**src/rtl/tile_reader.sv**
```systemverilog
// Tile loader: streams one ROW_WORDS x ROWS tile from the framebuffer over an
// Avalon-MM pipelined read master into tile RAM, filling it in request order.
module tile_reader #(
    parameter int ROW_WORDS   = 16,
    parameter int ROWS        = 32,
    parameter int MAX_PENDING = 8
) (
    input  logic                                  clk,
    input  logic                                  rst_n,
    input  logic                                  start,
    input  logic [31:0]                           addr_in,
    input  logic [15:0]                           stride_in,
    output logic                                  busy,
    output logic                                  done,
    output logic [$clog2(ROW_WORDS*ROWS)-1:0]     ram_addr_out,
    output logic                                  ram_wr,
    output logic [31:0]                           ram_data_out,
    output logic [31:0]                           master_address,
    output logic                                  master_read,
    input  logic [31:0]                           master_readdata,
    input  logic                                  master_readdatavalid,
    input  logic                                  master_wait_request
);

    localparam int TILE_WORDS = ROW_WORDS * ROWS;
    localparam int IDX_W      = $clog2(TILE_WORDS);
    localparam int CNT_W      = IDX_W + 1;
    localparam int PEND_W     = 4;

    localparam logic [IDX_W-1:0]  LAST_IDX   = IDX_W'(TILE_WORDS - 1);
    localparam logic [IDX_W-1:0]  ROW_MASK   = IDX_W'(ROW_WORDS - 1);
    localparam logic [CNT_W-1:0]  TILE_CNT   = CNT_W'(TILE_WORDS);
    localparam logic [PEND_W-1:0] PEND_MAX   = PEND_W'(MAX_PENDING);
    localparam logic [31:0]       ROW_REWIND = 32'(4 * (ROW_WORDS - 1));

    typedef enum logic [1:0] {
        S_IDLE,
        S_ISSUE,
        S_DRAIN
    } state_t;

    state_t             state_q, state_d;
    logic [31:0]        addr_q, addr_d;
    logic [15:0]        stride_q, stride_d;
    logic [IDX_W-1:0]   issue_idx_q, issue_idx_d;
    logic [PEND_W-1:0]  pending_q, pending_d;
    logic [CNT_W-1:0]   wr_idx_q, wr_idx_d;
    logic               ram_wr_q, ram_wr_d;
    logic [IDX_W-1:0]   ram_addr_q, ram_addr_d;
    logic [31:0]        ram_data_q, ram_data_d;
    logic               done_q, done_d;

    logic start_ok;
    logic read_req;
    logic accept;
    logic resp;
    logic row_end;

    // A start in the done cycle is dropped: the tile is only reloaded from a clean idle.
    assign start_ok = (state_q == S_IDLE) && start && !done_q;
    assign read_req = (state_q == S_ISSUE) && (pending_q < PEND_MAX);
    assign accept   = read_req && !master_wait_request;
    // Responses with nothing outstanding, or arriving while idle, are stale leftovers.
    assign resp     = master_readdatavalid && (state_q != S_IDLE) && (pending_q != '0);
    assign row_end  = (issue_idx_q & ROW_MASK) == ROW_MASK;

    // NOTE: every _d gets its hold value first, so no path through this block can infer a latch.
    always_comb begin
        state_d     = state_q;
        addr_d      = addr_q;
        stride_d    = stride_q;
        issue_idx_d = issue_idx_q;
        pending_d   = pending_q;
        wr_idx_d    = wr_idx_q;
        ram_wr_d    = 1'b0;
        ram_addr_d  = ram_addr_q;
        ram_data_d  = ram_data_q;
        done_d      = 1'b0;

        if (accept && !resp) begin
            pending_d = pending_q + PEND_W'(1);
        end else if (!accept && resp) begin
            pending_d = pending_q - PEND_W'(1);
        end

        if (resp) begin
            ram_wr_d   = 1'b1;
            ram_addr_d = wr_idx_q[IDX_W-1:0];
            ram_data_d = master_readdata;
            wr_idx_d   = wr_idx_q + CNT_W'(1);
        end

        case (state_q)
            S_IDLE: begin
                if (start_ok) begin
                    state_d     = S_ISSUE;
                    addr_d      = addr_in;
                    stride_d    = stride_in;
                    issue_idx_d = '0;
                    pending_d   = '0;
                    wr_idx_d    = '0;
                end
            end
            S_ISSUE: begin
                if (accept) begin
                    // End of row jumps back to column 0 of the next framebuffer row.
                    addr_d      = row_end ? addr_q + {16'h0000, stride_q} - ROW_REWIND
                                          : addr_q + 32'd4;
                    issue_idx_d = issue_idx_q + IDX_W'(1);
                    if (issue_idx_q == LAST_IDX) begin
                        state_d = S_DRAIN;
                    end
                end
            end
            S_DRAIN: begin
                // The last write is on the RAM port this cycle, so it lands at this edge.
                if ((pending_q == '0) && (wr_idx_q == TILE_CNT)) begin
                    state_d = S_IDLE;
                    done_d  = 1'b1;
                end
            end
            default: begin
                state_d = S_IDLE;
            end
        endcase
    end

    // NOTE: sequential state uses non-blocking assignments so all registers update together at the edge.
    always_ff @(posedge clk or negedge rst_n) begin
        if (!rst_n) begin
            state_q     <= S_IDLE;
            addr_q      <= '0;
            stride_q    <= '0;
            issue_idx_q <= '0;
            pending_q   <= '0;
            wr_idx_q    <= '0;
            ram_wr_q    <= 1'b0;
            ram_addr_q  <= '0;
            ram_data_q  <= '0;
            done_q      <= 1'b0;
        end else begin
            state_q     <= state_d;
            addr_q      <= addr_d;
            stride_q    <= stride_d;
            issue_idx_q <= issue_idx_d;
            pending_q   <= pending_d;
            wr_idx_q    <= wr_idx_d;
            ram_wr_q    <= ram_wr_d;
            ram_addr_q  <= ram_addr_d;
            ram_data_q  <= ram_data_d;
            done_q      <= done_d;
        end
    end

    assign busy           = (state_q != S_IDLE);
    assign done           = done_q;
    assign master_read    = read_req;
    assign master_address = addr_q;
    assign ram_wr         = ram_wr_q;
    assign ram_addr_out   = ram_addr_q;
    assign ram_data_out   = ram_data_q;

endmodule

```
**config.mk**
```make
export PLATFORM = sky130hd
export DESIGN_NAME = tile_reader
export DESIGN_NICKNAME = d
export VERILOG_FILES = /design/src/rtl/tile_reader.sv
export SDC_FILE = /design/constraint.sdc
export NUM_CORES = 1
export LEC_CHECK = 0
export CORE_MARGIN = 5
export CORE_UTILIZATION = 25
export DETAILED_ROUTE_END_ITERATION = 12
export GPL_TIMING_DRIVEN = 0
export MAX_ROUTING_LAYER = met4
export SYNTH_ARGS = -nofsm -noshare
export SYNTH_HDL_FRONTEND = slang
export SYNTH_SLANG_ARGS = --single-unit
```
**constraint.sdc**
```tcl
create_clock -name clk -period 2.6 [get_ports clk]
set_input_delay 0.39 -clock clk [delete_from_list [all_inputs] [get_ports clk]]
set_output_delay 0.39 -clock clk [all_outputs]
set_load 0.005 [all_outputs]
```
* Word level (Yosys, flattened, before mapping) *
Cells that the tools add are included.

word-level totals
  register bits after elaboration = 116
  input port bits = 85

cells by class
  $add $sub $neg = 7
  magnitude comparators = 1
  eq/ne operators = 9
  muxes and demuxes = 22
  reductions and logical operators = 21

operators with widths
  operator                                                               number
  32-bit two-way mux                                                     3
  32-bit case mux with 2 select lines                                    1
  32-bit by 16-bit adder with 32-bit output                              1
  32-bit by 3-bit adder with 32-bit output (second input constant)       1
  32-bit by 6-bit subtractor with 32-bit output (second input constant)  1
  10-bit two-way mux                                                     3
  9-bit two-way mux                                                      2
  9-bit case mux with 2 select lines                                     1
  4-bit two-way mux                                                      4
  10-bit by 1-bit adder with 10-bit output (second input constant)       1
  10-bit equality test (second input constant)                           1
  9-bit by 1-bit adder with 9-bit output (second input constant)         1
  9-bit equality test (second input constant)                            1
  1-bit logical AND                                                      9
  2-bit two-way mux                                                      4
  2-bit != test (second input constant)                                  3
  2-bit case mux with 3 select lines                                     1
  4-bit by 1-bit adder with 4-bit output (second input constant)         1
  4-bit equality test (second input constant)                            1
  1-bit zero test                                                        4
  4-bit zero test                                                        1
  4-bit less-than comparator (second input constant)                     1
  4-bit AND reduction                                                    1
  2-bit nonzero test                                                     2
  other kinds (9)                                                        11

* Longest topological paths before layout *
Gate-level depths: netlist (run 1).

  depth in word-level cells = 9
  depth in mapped cells = 14

* Least setup slack after synthesis (run 1) *
OpenSTA, ideal clock, no wires.

  path kind = flip-flop to flip-flop
  start = register addr_q[2], in the netlist master_address[2]
  end = register addr_q[30], in the netlist master_address[30]
  data arrival time = 2.757 ns
  data required time = 2.466 ns
  setup slack = -0.291 ns
  cell stages (with the launch flop) = 14
  path buffers = 0
  period minus slack after synthesis = 2.891 ns
  path through = dfrtp_1 -> inv_1 -> ha_1 -> inv_1 -> ha_1 -> a21o_1 -> a21oi_2 -> o21ai_0 -> nand3b_4 -> a21oi_2 -> o41ai_4 -> o31ai_4 -> mux2i_1 -> o221ai_2

on the way
  longest elaborated chain between the ends = 5

RTL lines
  item                                           RTL line  text
  start, declared                                43        logic [31:0] addr_q, addr_d;
  start signal, assigned                         143       addr_q <= addr_d;
  32-bit by 16-bit adder with 32-bit output      107       addr_d = row_end ? addr_q + {16'h0000, stride_q} - ROW_REWIND
  32-bit by 6-bit subtractor with 32-bit output  107
  32-bit two-way mux *                           107
  32-bit two-way mux *                           105       if (accept) begin
  32-bit case mux with 2 select lines *          93        case (state_q)

Every way passes the cells marked *; elsewhere a longest branch is shown, timed or not. The select of a mux whose other input is x is not followed.
A chain may end at the register's enable or synchronous reset.

* Final worst setup path (run 1) *
  start = register stride_q[1]
  end = register addr_q[31], in the netlist master_address[31]

on the way
  longest elaborated chain between the ends = 5

RTL lines
  item                                           RTL line  text
  start, declared                                44        logic [15:0] stride_q, stride_d;
  start signal, assigned                         144       stride_q <= stride_d;
  32-bit by 16-bit adder with 32-bit output      107
  32-bit by 6-bit subtractor with 32-bit output  107
  32-bit two-way mux                             107
  32-bit two-way mux                             105
  32-bit case mux with 2 select lines            93

No other way between the ends. The select of a mux whose other input is x is not followed.

==> metrics.cfg, run 1 <==
[cells_and_area]
final_cell_mix=207 x nand2_1, 160 x clkdlybuf4s50_1, 102 x dfrtp_1, 63 x inv_1, 58 x nor2_1
syn2layout_area_growth_pct=46.7
drive_above_1_share_pct=17.6
fillers=3087
final_common_cell=nand2_1
diodes=0
nets=1316

[cts]
cts_tree=built
path_clk_slew_ns=0.06
cts_buffers=17
max-clock-path-buffers=2
insertion_delay_ns=0.42
cts_root_buffer=clkbuf_16
htreeDepth=4
cts_sinks=116

[drt]
totalWireLength_um=27000
vias_per_cell=4.81
first_pass_iters=5
drc=0
wl_per_cell_um=17.2
num_vias=7555
final_antenna_net_count=0
drtIter0Drc=520

[global_route]
met2_usage_pct=24.4
grt_max_degree=86
grt_pass1_wl_um=41000
grt_use_met1_pct=20.9
grt.overflow.total=0
grt_use_total_pct=15.6
grt.met3_usage_pct=2.93
antenna_found_initial=0
gr-max-usage-layer=met2
grt_pass1_vias=7510

[sta]
fmax_ghz=0.348
fin_setup_tns_ns=-2.91
fin_ws_ns=-0.271
min_period_over_period_pct=110
rsz0062_at_grt=yes
finalHoldViolations=0
holdWs_ns=0.431
slew_violations=0
setup-violations-final=18
fin_crit_ns=2.87
clock_skew_ns=0.0107
timing.slew.headroom_pct=39.1
tightest_slew_ns=0.910

[synth]
seq_area_frac_synth_pct=37.6
synth_area_leaders=dfrtp_1 38%, ha_1 11%, nand2_1 10%
synth-seq-cells=116
synth_area_sq_um=7720
synth_area_per_cell_sq_um=8.23
synth_edf_count=0
synth_top_area_share_pct=37.6
syn_nets=1091
yosys_most_used_dff=dfrtp_1
ys_async_sr_fraction_pct=100
yosysTopAreaCell=dfrtp_1
yosys_warnings=0
syn-instance-count=938
synth.distinct_cells=66

[pwr]
seq_power_share_pct=19.4
switching_share_pct=42.8
p_comb_share_pct=64.7
clockPowerShare_pct=15.9
power.leakage_nw=5.12
vdd_drop_max_mv=0.670
p_sw_mw=6.45
internal_power_mw=8.62
power_density_nw_per_um2=1330

[run]
drv_cap=0

[setup_path]
cp_cell_sequence=ha_1, ha_2, inv_2, fa_2, nand2b_4, a21oi_4, o21ai_4, a21oi_2, nor3_2, o311ai_2, xnor2_1, mux2i_1, a21oi_1
path_buf_inv=1
ff2ff_path_depth=13
path_max_fanout=3
critPathMaxStageDelay_ns=0.39
crit_family=compound AO/OA/AOI/OAI gates
cp_slowest_cell=dfrtp_1
critPathLaunchType=flop
worst-setup-path-type=flop to flop
required_ns=2.86
cp_num_cells=13
crit_arrival_ns=3.13
cp-end-kind=flop

[placed_design]
port_buffers=161
place_ws_ns=-0.529
gp_congestion=0.935
hpwl_um=19800

[die]
initial_core_util_pct=25.3
die_area_sq_um=34500
num_rows=64
die_h_um=186
ios=162
die_width_um=186
core_sq_um=30500

[min_path]
hold_class=primary input to asynchronous set/reset pin

[outcome]
violations=negative setup slack
status=finished, violations left

-- logic make-up (layout without fill, tap and decap cells) --
family / Yosys count / after routing / share of synthesized area (%)
AND/OR/NAND/NOR: 378 / 378 / 21.7
buffers and inverters: 117 / 355 / 5.80
adder cells (fa/ha/maj): 68 / 68 / 11.1
AO/OA/AOI/OAI: 199 / 199 / 16.9
multiplexers: 5 / 5 / 0.648
flip-flops: 116 / 116 / 37.6
XOR/XNOR: 55 / 55 / 6.24
-- sequential cells by signal, summed over array words and instances (netlist names) --
| register | cells |
|---|---|
| ram_data_out | 32 |
| stride_q | 16 |
| state_q | 2 |
| master_address | 32 |
| wr_idx_q | 10 |
| pending_q | 4 |
| ram_addr_out | 9 |
| ram_wr | 1 |
| issue_idx_q | 9 |
| done | 1 |
-- synthesized netlist by cell type (3+ instances only) --
| master | n |
|---|---|
| nand2_1 | 210 |
| dfrtp_1 | 116 |
| inv_1 | 81 |
| ha_1 | 67 |
| nor2_1 | 59 |
| o21ai_0 | 57 |
| a21oi_1 | 56 |
| xnor2_1 | 36 |
| clkbuf_1 | 31 |
| nand3_1 | 26 |
| and3_1 | 20 |
| xor2_1 | 19 |
| nor3_1 | 15 |
| a22oi_1 | 12 |
| nand4_1 | 12 |
| a211oi_1 | 11 |
| o211ai_1 | 11 |
| a21o_1 | 7 |
| and2_1 | 7 |
| a221oi_1 | 5 |
| mux2i_1 | 5 |
| nand2b_1 | 5 |
| or3_1 | 5 |
| or2_2 | 4 |
| a21oi_2 | 3 |
| a32o_1 | 3 |
| and4_1 | 3 |
| buf_1 | 3 |
| nor2b_1 | 3 |
| o21a_1 | 3 |
| o31ai_1 | 3 |
-- metal layers --
metal  vias up  share of wire (%)
met5         -                  0
met4         0                1.6
met3        31                5.4
met2       217                 48
met1      3667                 45
li1       3640                  -
-- power by group through the flow --
| stage | Clock, mW | Sequential, mW | Combinational, mW |
|---|---|---|---|
| after global placement | 0 | 2.99 | 7.40 |
| after global routing | 2.53 | 3.02 | 10.7 |
| after CTS | 2.45 | 2.92 | 8.66 |
| final | 2.40 | 2.93 | 9.75 |
| after floorplan | 0 | 2.86 | 5.29 |
| after detailed placement | 0 | 3.00 | 7.49 |
-- worst paths after layout --
check                            startpoint                 end  slack, ns
setup reg to reg                stride_q[1]  master_address[31]      -0.27
setup / recovery                stride_q[1]  master_address[31]      -0.27
hold reg to reg            ram_data_out[13]    ram_data_out[13]       0.47
hold / removal                        rst_n     ram_data_out[9]       0.43
min in group clk           ram_data_out[13]    ram_data_out[13]       0.47
max in group asynchronous             rst_n   master_address[7]       1.40
-- through the flow --
stage | util [%] | area (sq um) | power [mW] | std cells
after detailed placement | 32.7 | 9990 | 10.5 | 1496
after floorplan | - | 7850 | 8.15 | 938
after CTS | 35.9 | 11000 | 14.0 | 1557
after global placement | 32.6 | 9960 | 10.4 | 1495
final | 37.1 | 11300 | 15.1 | 1572
after global routing | 37.1 | 11300 | 16.2 | 1572
-- layout make-up --
type | count | area, sq um | share of cell area (%)
Multi-Input combinational cell | 705 | 4870 | 43.0
Timing Repair Buffer | 208 | 2010 | 17.7
Buffer | 34 | 145 | 1.28
Tap cell | 396 | 495 | 4.37
Clock buffer | 19 | 453 | 4.00
Inverter | 81 | 304 | 2.68
Clock inverter | 13 | 138 | 1.21
Sequential cell | 116 | 2920 | 25.8
-- timing repair --
item / 4_1_cts / 5_1_grt
resized for setup: 60 / 69
setup endpoints to repair: 30 / 53
pin swaps: 44 / 37
setup buffers: 30 / 17
hold buffers: 1 / 0
endpoints found under the hold margin: 31 / 0
Power figures use the tool's default switching activity.
==> run 2: changes to the inputs <==
--- a/config.mk
+++ b/config.mk
@@ -5,6 +5,7 @@
 export SDC_FILE = /design/constraint.sdc
 export NUM_CORES = 1
 export LEC_CHECK = 0
+export CAP_MARGIN = 20
 export CORE_MARGIN = 5
 export CORE_UTILIZATION = 25
 export DETAILED_ROUTE_END_ITERATION = 12
==> run 2 against run 1 <==
  * The flow still finishes with violations (negative setup slack)
  * Power is 4.0% lower
  * Via count increased by 0.44%
  * Non-clock buffer count fell by 4
  * Cell count shrank 0.25%
  * Flip-flop and latch count stayed put
  * Global-route usage is 0.086 points lower
  * Final area is 1.0% lower
  * Count of clock-buffer cells in the layout is 2 lower
  * Worst setup slack worse by 0.0049 ns
  * Highest routed layer unchanged
  * Die area is the same
  * Register-to-register slack about the same
  * Critical path depth stayed put
==> metrics.cfg, run 2 (same netlist as run 1, synthesis figures left out) <==
[outcome]
status=finished, violations left
violations=negative setup slack

[global_route]
grt_max_degree=86
antenna_found_initial=0
grt.overflow.total=0
grt_pass1_wl_um=40600
grt_use_total_pct=15.5
grt_pass1_vias=7435

[cells_and_area]
diodes=0
fin_util_pct=36.8
fillers=3120
final_cell_mix=209 x nand2_1, 160 x clkdlybuf4s50_1, 105 x dfrtp_1, 63 x inv_1, 58 x nor2_1
syn2layout_area_growth_pct=45.2
layoutNonFillerInstCount=1568
drive_above_1_share_pct=16.1
seq_area_sq_um=2920
final_common_cell=nand2_1
multi_input_area_sq_um=4790
nets=1312

[setup_path]
critPathMaxStageDelay_ns=0.39
rr_endpoint=master_address[31]
crit_arrival_ns=3.14
path_max_fanout=3
ff2ff_path_depth=13
cp_slowest_cell=dfrtp_1
cp_num_cells=13
r2r-start=stride_q[1]
cp_cell_sequence=ha_1, ha_2, inv_2, fa_2, nand2b_4, a21oi_4, o21ai_4, a21oi_2, nor3_2, o311ai_2, xnor2_1, mux2i_1, a21oi_1
path_buf_inv=1
worst-setup-path-type=flop to flop
critPathLaunchType=flop
required_ns=2.87
cp-end-kind=flop
crit_family=compound AO/OA/AOI/OAI gates
r2r_setup_slack_ns=-0.28

[drt]
drc=0
final_antenna_net_count=0
vias_per_cell=4.84
totalWireLength_um=26700
first_pass_iters=5
drtIter0Drc=450
wl_per_cell_um=17.0
num_vias=7588

[cts]
max-clock-path-buffers=2
htreeDepth=4
path_clk_slew_ns=0.06
cts_sinks=116
cts_tree=built
cts_root_buffer=clkbuf_16
cts_buffers=17
insertion_delay_ns=0.42

[sta]
fin_crit_ns=2.88
fmax_ghz=0.348
tightest_slew_ns=0.930
rsz0062_at_grt=yes
timing.slew.headroom_pct=37.8
min_period_over_period_pct=111
clock_skew_ns=0.00731
finalHoldViolations=0
setup-violations-final=17
slew_violations=0
holdWs_ns=0.430
fin_ws_ns=-0.275

[die]
num_rows=64
die_h_um=186
core_sq_um=30500
initial_core_util_pct=25.3
ios=162
die_width_um=186
die_area_sq_um=34500

[placed_design]
placed_cells=1496
port_buffers=161
gp_congestion=0.935
hpwl_um=19800
place_ws_ns=-0.532

[pwr]
vdd_drop_max_mv=0.589
power_density_nw_per_um2=1290
power.leakage_nw=5.06

[run]
drv_cap=0

[min_path]
hold_class=primary input to asynchronous set/reset pin

## run 2: cell count changes in the layout (fill, tap and decap cells not counted), sizes merged
| cell | delta |
|---|---|
| buf | -5 |
| inv | +2 |
| clkbuf | -1 |
| clkinv | +1 |
| clkinvlp | -1 |
## run 2: area by class of cell
cell class                 instances  area share, %
sequential                       116           26.0
buffer                            35           1.33
inverter                          81           2.73
multi-input combinational        705           42.7
clock inverter                    15           1.43
timing repair buffer             203           17.6
tap                              396           4.42
clock buffer                      17           3.79
## run 2: layer usage
| metal | GRT usage [%] | up-vias | share of wire, % |
|---|---|---|---|
| met5 | - | - | 0 |
| met4 | 3.85 | 0 | 1.7 |
| met3 | 2.52 | 24 | 5.4 |
| met2 | 24.2 | 230 | 47 |
| met1 | 21.1 | 3697 | 46 |
| li1 | - | 3637 | - |
## run 2: metrics by stage
stage / total power [mW] / TNS [ns] / area [sq um]
5_1_grt: 15.6 / -4.93 / 11200
3_5_place_dp: 10.5 / -9.53 / 9990
6_report: 14.5 / -2.38 / 11200
3_3_place_gp: 10.4 / -459.26 / 9960
4_1_cts: 13.8 / -2.59 / 10900
2_1_floorplan: 8.15 / -0.103 / 7850
## run 2: worst max-delay path by stage
| stage | to | startpoint | slack, ns |
|---|---|---|---|
| after global placement | stride_q[9] | rst_n | -3.89 |
| after global routing | master_address[22] | master_address[7] | -0.38 |
| after detailed placement | master_address[31] | master_address[2] | -0.53 |
| after CTS | master_address[31] | stride_q[1] | -0.28 |
| after floorplan | master_address[31] | master_address[1] | -0.05 |
| final | master_address[31] | stride_q[1] | -0.28 |
## run 2: what timing repair did
item                                    CTS  global route
setup buffers                            24            19
pin swaps                                46            38
hold endpoints to repair                 31             0
hold buffers                              1             0
endpoints found under the setup margin   30            62
gates resized for setup                  58            57
## run 2: power by group
part | total, mW | switching [mW] | internal (mW)
registers | 2.91 | 0.544 | 2.37
clock network | 2.40 | 1.03 | 1.36
logic | 9.17 | 4.66 | 4.51
total | 14.5 | 6.24 | 8.24
==> run 3: changes to the inputs <==
--- a/config.mk
+++ b/config.mk
@@ -8,9 +8,11 @@
 export CAP_MARGIN = 20
 export CORE_MARGIN = 5
 export CORE_UTILIZATION = 25
+export CTS_CLUSTER_DIAMETER = 150
 export DETAILED_ROUTE_END_ITERATION = 12
 export GPL_TIMING_DRIVEN = 0
 export MAX_ROUTING_LAYER = met4
 export SYNTH_ARGS = -nofsm -noshare
 export SYNTH_HDL_FRONTEND = slang
 export SYNTH_SLANG_ARGS = --single-unit
+export TNS_END_PERCENT = 50
==> run 3 against run 2 <==
  * Combinational power is 6.9% higher
  * Sequential share of layout area is 0.37 points lower
  * Final area is 1.5% higher
  * The run still ends with negative setup slack left
  * Critical path depth is 1 higher
  * Critical path type unchanged
  * Register-to-register slack hardly changed
  * Core utilization is 0.54 points higher
  * Cell count is 0.32% lower
  * Clock power is 4% higher
  * Worst hold slack worse by 0.015 ns
==> metrics.cfg, run 3 (same netlist as run 1, synthesis figures left out) <==
[setup_path]
cp_num_cells=14
crit_family=compound AO/OA/AOI/OAI gates
required_ns=2.88
ff2ff_path_depth=14
cp_slowest_cell=dfrtp_1
cp_cell_sequence=ha_1, ha_2, inv_2, fa_2, nand2b_4, a21oi_4, o21ai_4, buf_6, a21oi_2, o21ai_2, a21o_1, and3_4, o31ai_4, o21ai_1
path_max_fanout=4
critPathLaunchType=flop
r2r_setup_slack_ns=-0.29
critPathMaxStageDelay_ns=0.40
crit_arrival_ns=3.17
path_buf_inv=2
cp-end-kind=flop
worst-setup-path-type=flop to flop

[drt]
num_vias=7515
wl_per_cell_um=17.2
first_pass_iters=4
vias_per_cell=4.81
final_antenna_net_count=0
drc=0
drtIter0Drc=527
totalWireLength_um=26800

[outcome]
violations=negative setup slack
status=finished, violations left

[cts]
max-clock-path-buffers=2
cts_buffers=17
path_clk_slew_ns=0.07
cts_sinks=116
htreeDepth=4
cts_root_buffer=clkbuf_16
cts_tree=built
insertion_delay_ns=0.42

[run]
drv_cap=0

[sta]
rsz0062_at_grt=yes
tightest_slew_ns=0.942
slew_violations=0
clock_skew_ns=0.00841
fin_crit_ns=2.89
min_period_over_period_pct=111
timing.slew.headroom_pct=37.2
fin_ws_ns=-0.290
finalHoldViolations=0
setup-violations-final=15
fin_setup_tns_ns=-2.48
fmax_ghz=0.346

[pwr]
p_total_mw=15.2
power.leakage_nw=5.08
vdd_drop_max_mv=0.565
power_density_nw_per_um2=1340

[cells_and_area]
syn2layout_area_growth_pct=47.4
final_common_cell=nand2_1
nets=1307
drive_above_1_share_pct=17.1
final_cell_mix=208 x nand2_1, 160 x clkdlybuf4s50_1, 104 x dfrtp_1, 60 x inv_1, 57 x nor2_1
fillers=3046
diodes=0
layoutNonFillerInstCount=1563

[placed_design]
hpwl_um=19500
gp_congestion=0.919
port_buffers=161
placed_cells=1496

[global_route]
grt.overflow.total=0
grt_pass1_vias=7509
grt_max_degree=87
antenna_found_initial=0
grt_use_total_pct=15.5
grt_pass1_wl_um=40900

[die]
core_sq_um=30500
num_rows=64
initial_core_util_pct=25.3
ios=162
die_area_sq_um=34500
die_h_um=186
die_width_um=186

[min_path]
hold_class=primary input to asynchronous set/reset pin

==> run 3: cell types whose count changed in the layout (fill, tap and decap cells not counted), moves of 3 or more <==
cell,before,now
a211oi_1,3,6
a211oi_2,8,5
a21oi_1,46,43
a21oi_4,3,6
buf_4,38,30
buf_6,3,8
clkbuf_1,22,25
ha_4,16,20
inv_1,63,60
o21ai_1,13,10
xnor2_1,36,32
xnor2_2,0,4
==> run 3: final timing paths <==
| path | startpoint | endpoint |
|---|---|---|
| worst min-delay path | rst_n | ram_data_out[14] |
| worst min register to register | ram_addr_out[2] | ram_addr_out[2] |
| max in group asynchronous | rst_n | master_address[8] |
| min in group clk | ram_addr_out[2] | ram_addr_out[2] |
| worst max-delay path | stride_q[1] | master_address[19] |
| worst max register to register | stride_q[1] | master_address[19] |
==> run 3: through the flow <==
step,hold slack [ns],util [%],worst slack (ns),area (sq um)
final,0.415,37.3,-0.290,11400
after global routing,0.431,37.3,-0.379,11400
after CTS,0.425,35.9,-0.266,11000
after detailed placement,0.306,32.7,-0.564,9990
after global placement,0.458,32.6,-3.96,9960
after floorplan,0.0944,-,-0.0515,7850
==> run 3: timing repair <==
item	4_1_cts	5_1_grt
gates resized for setup	60	81
endpoints found under the setup margin	38	63
hold buffers	1	0
pin swaps	19	38
hold endpoints to repair	30	0
buffers inserted	25	12
==> run 3: final cells by class <==
| type | count | area [sq um] | share of cell area (%) |
|---|---|---|---|
| inverter | 81 | 309 | 2.72 |
| clock buffer | 17 | 425 | 3.74 |
| multi-input combinational | 705 | 4960 | 43.6 |
| buffer | 35 | 146 | 1.29 |
| timing repair buffer | 198 | 1940 | 17.0 |
| clock inverter | 15 | 183 | 1.61 |
| tap | 396 | 495 | 4.35 |
| sequential | 116 | 2920 | 25.6 |
==> run 3: power breakdown <==
| group | total, mW | internal (mW) | leakage, nW | switching (mW) |
|---|---|---|---|---|
| Combinational | 9.80 | 4.80 | 3.34 | 5.01 |
| Clock | 2.49 | 1.46 | 0.298 | 1.03 |
| Sequential | 2.94 | 2.37 | 1.44 | 0.572 |
==> run 3: metal layers <==
layer | vias to the layer above | routed length, um | part of all wire, % | global-route usage [%]
met5 | - | 0 | 0 | -
met4 | 0 | 616 | 2.3 | 4.34
met3 | 39 | 1210 | 4.5 | 2.31
met2 | 211 | 12700 | 47 | 24.4
met1 | 3650 | 12300 | 46 | 20.9
li1 | 3615 | - | - | -
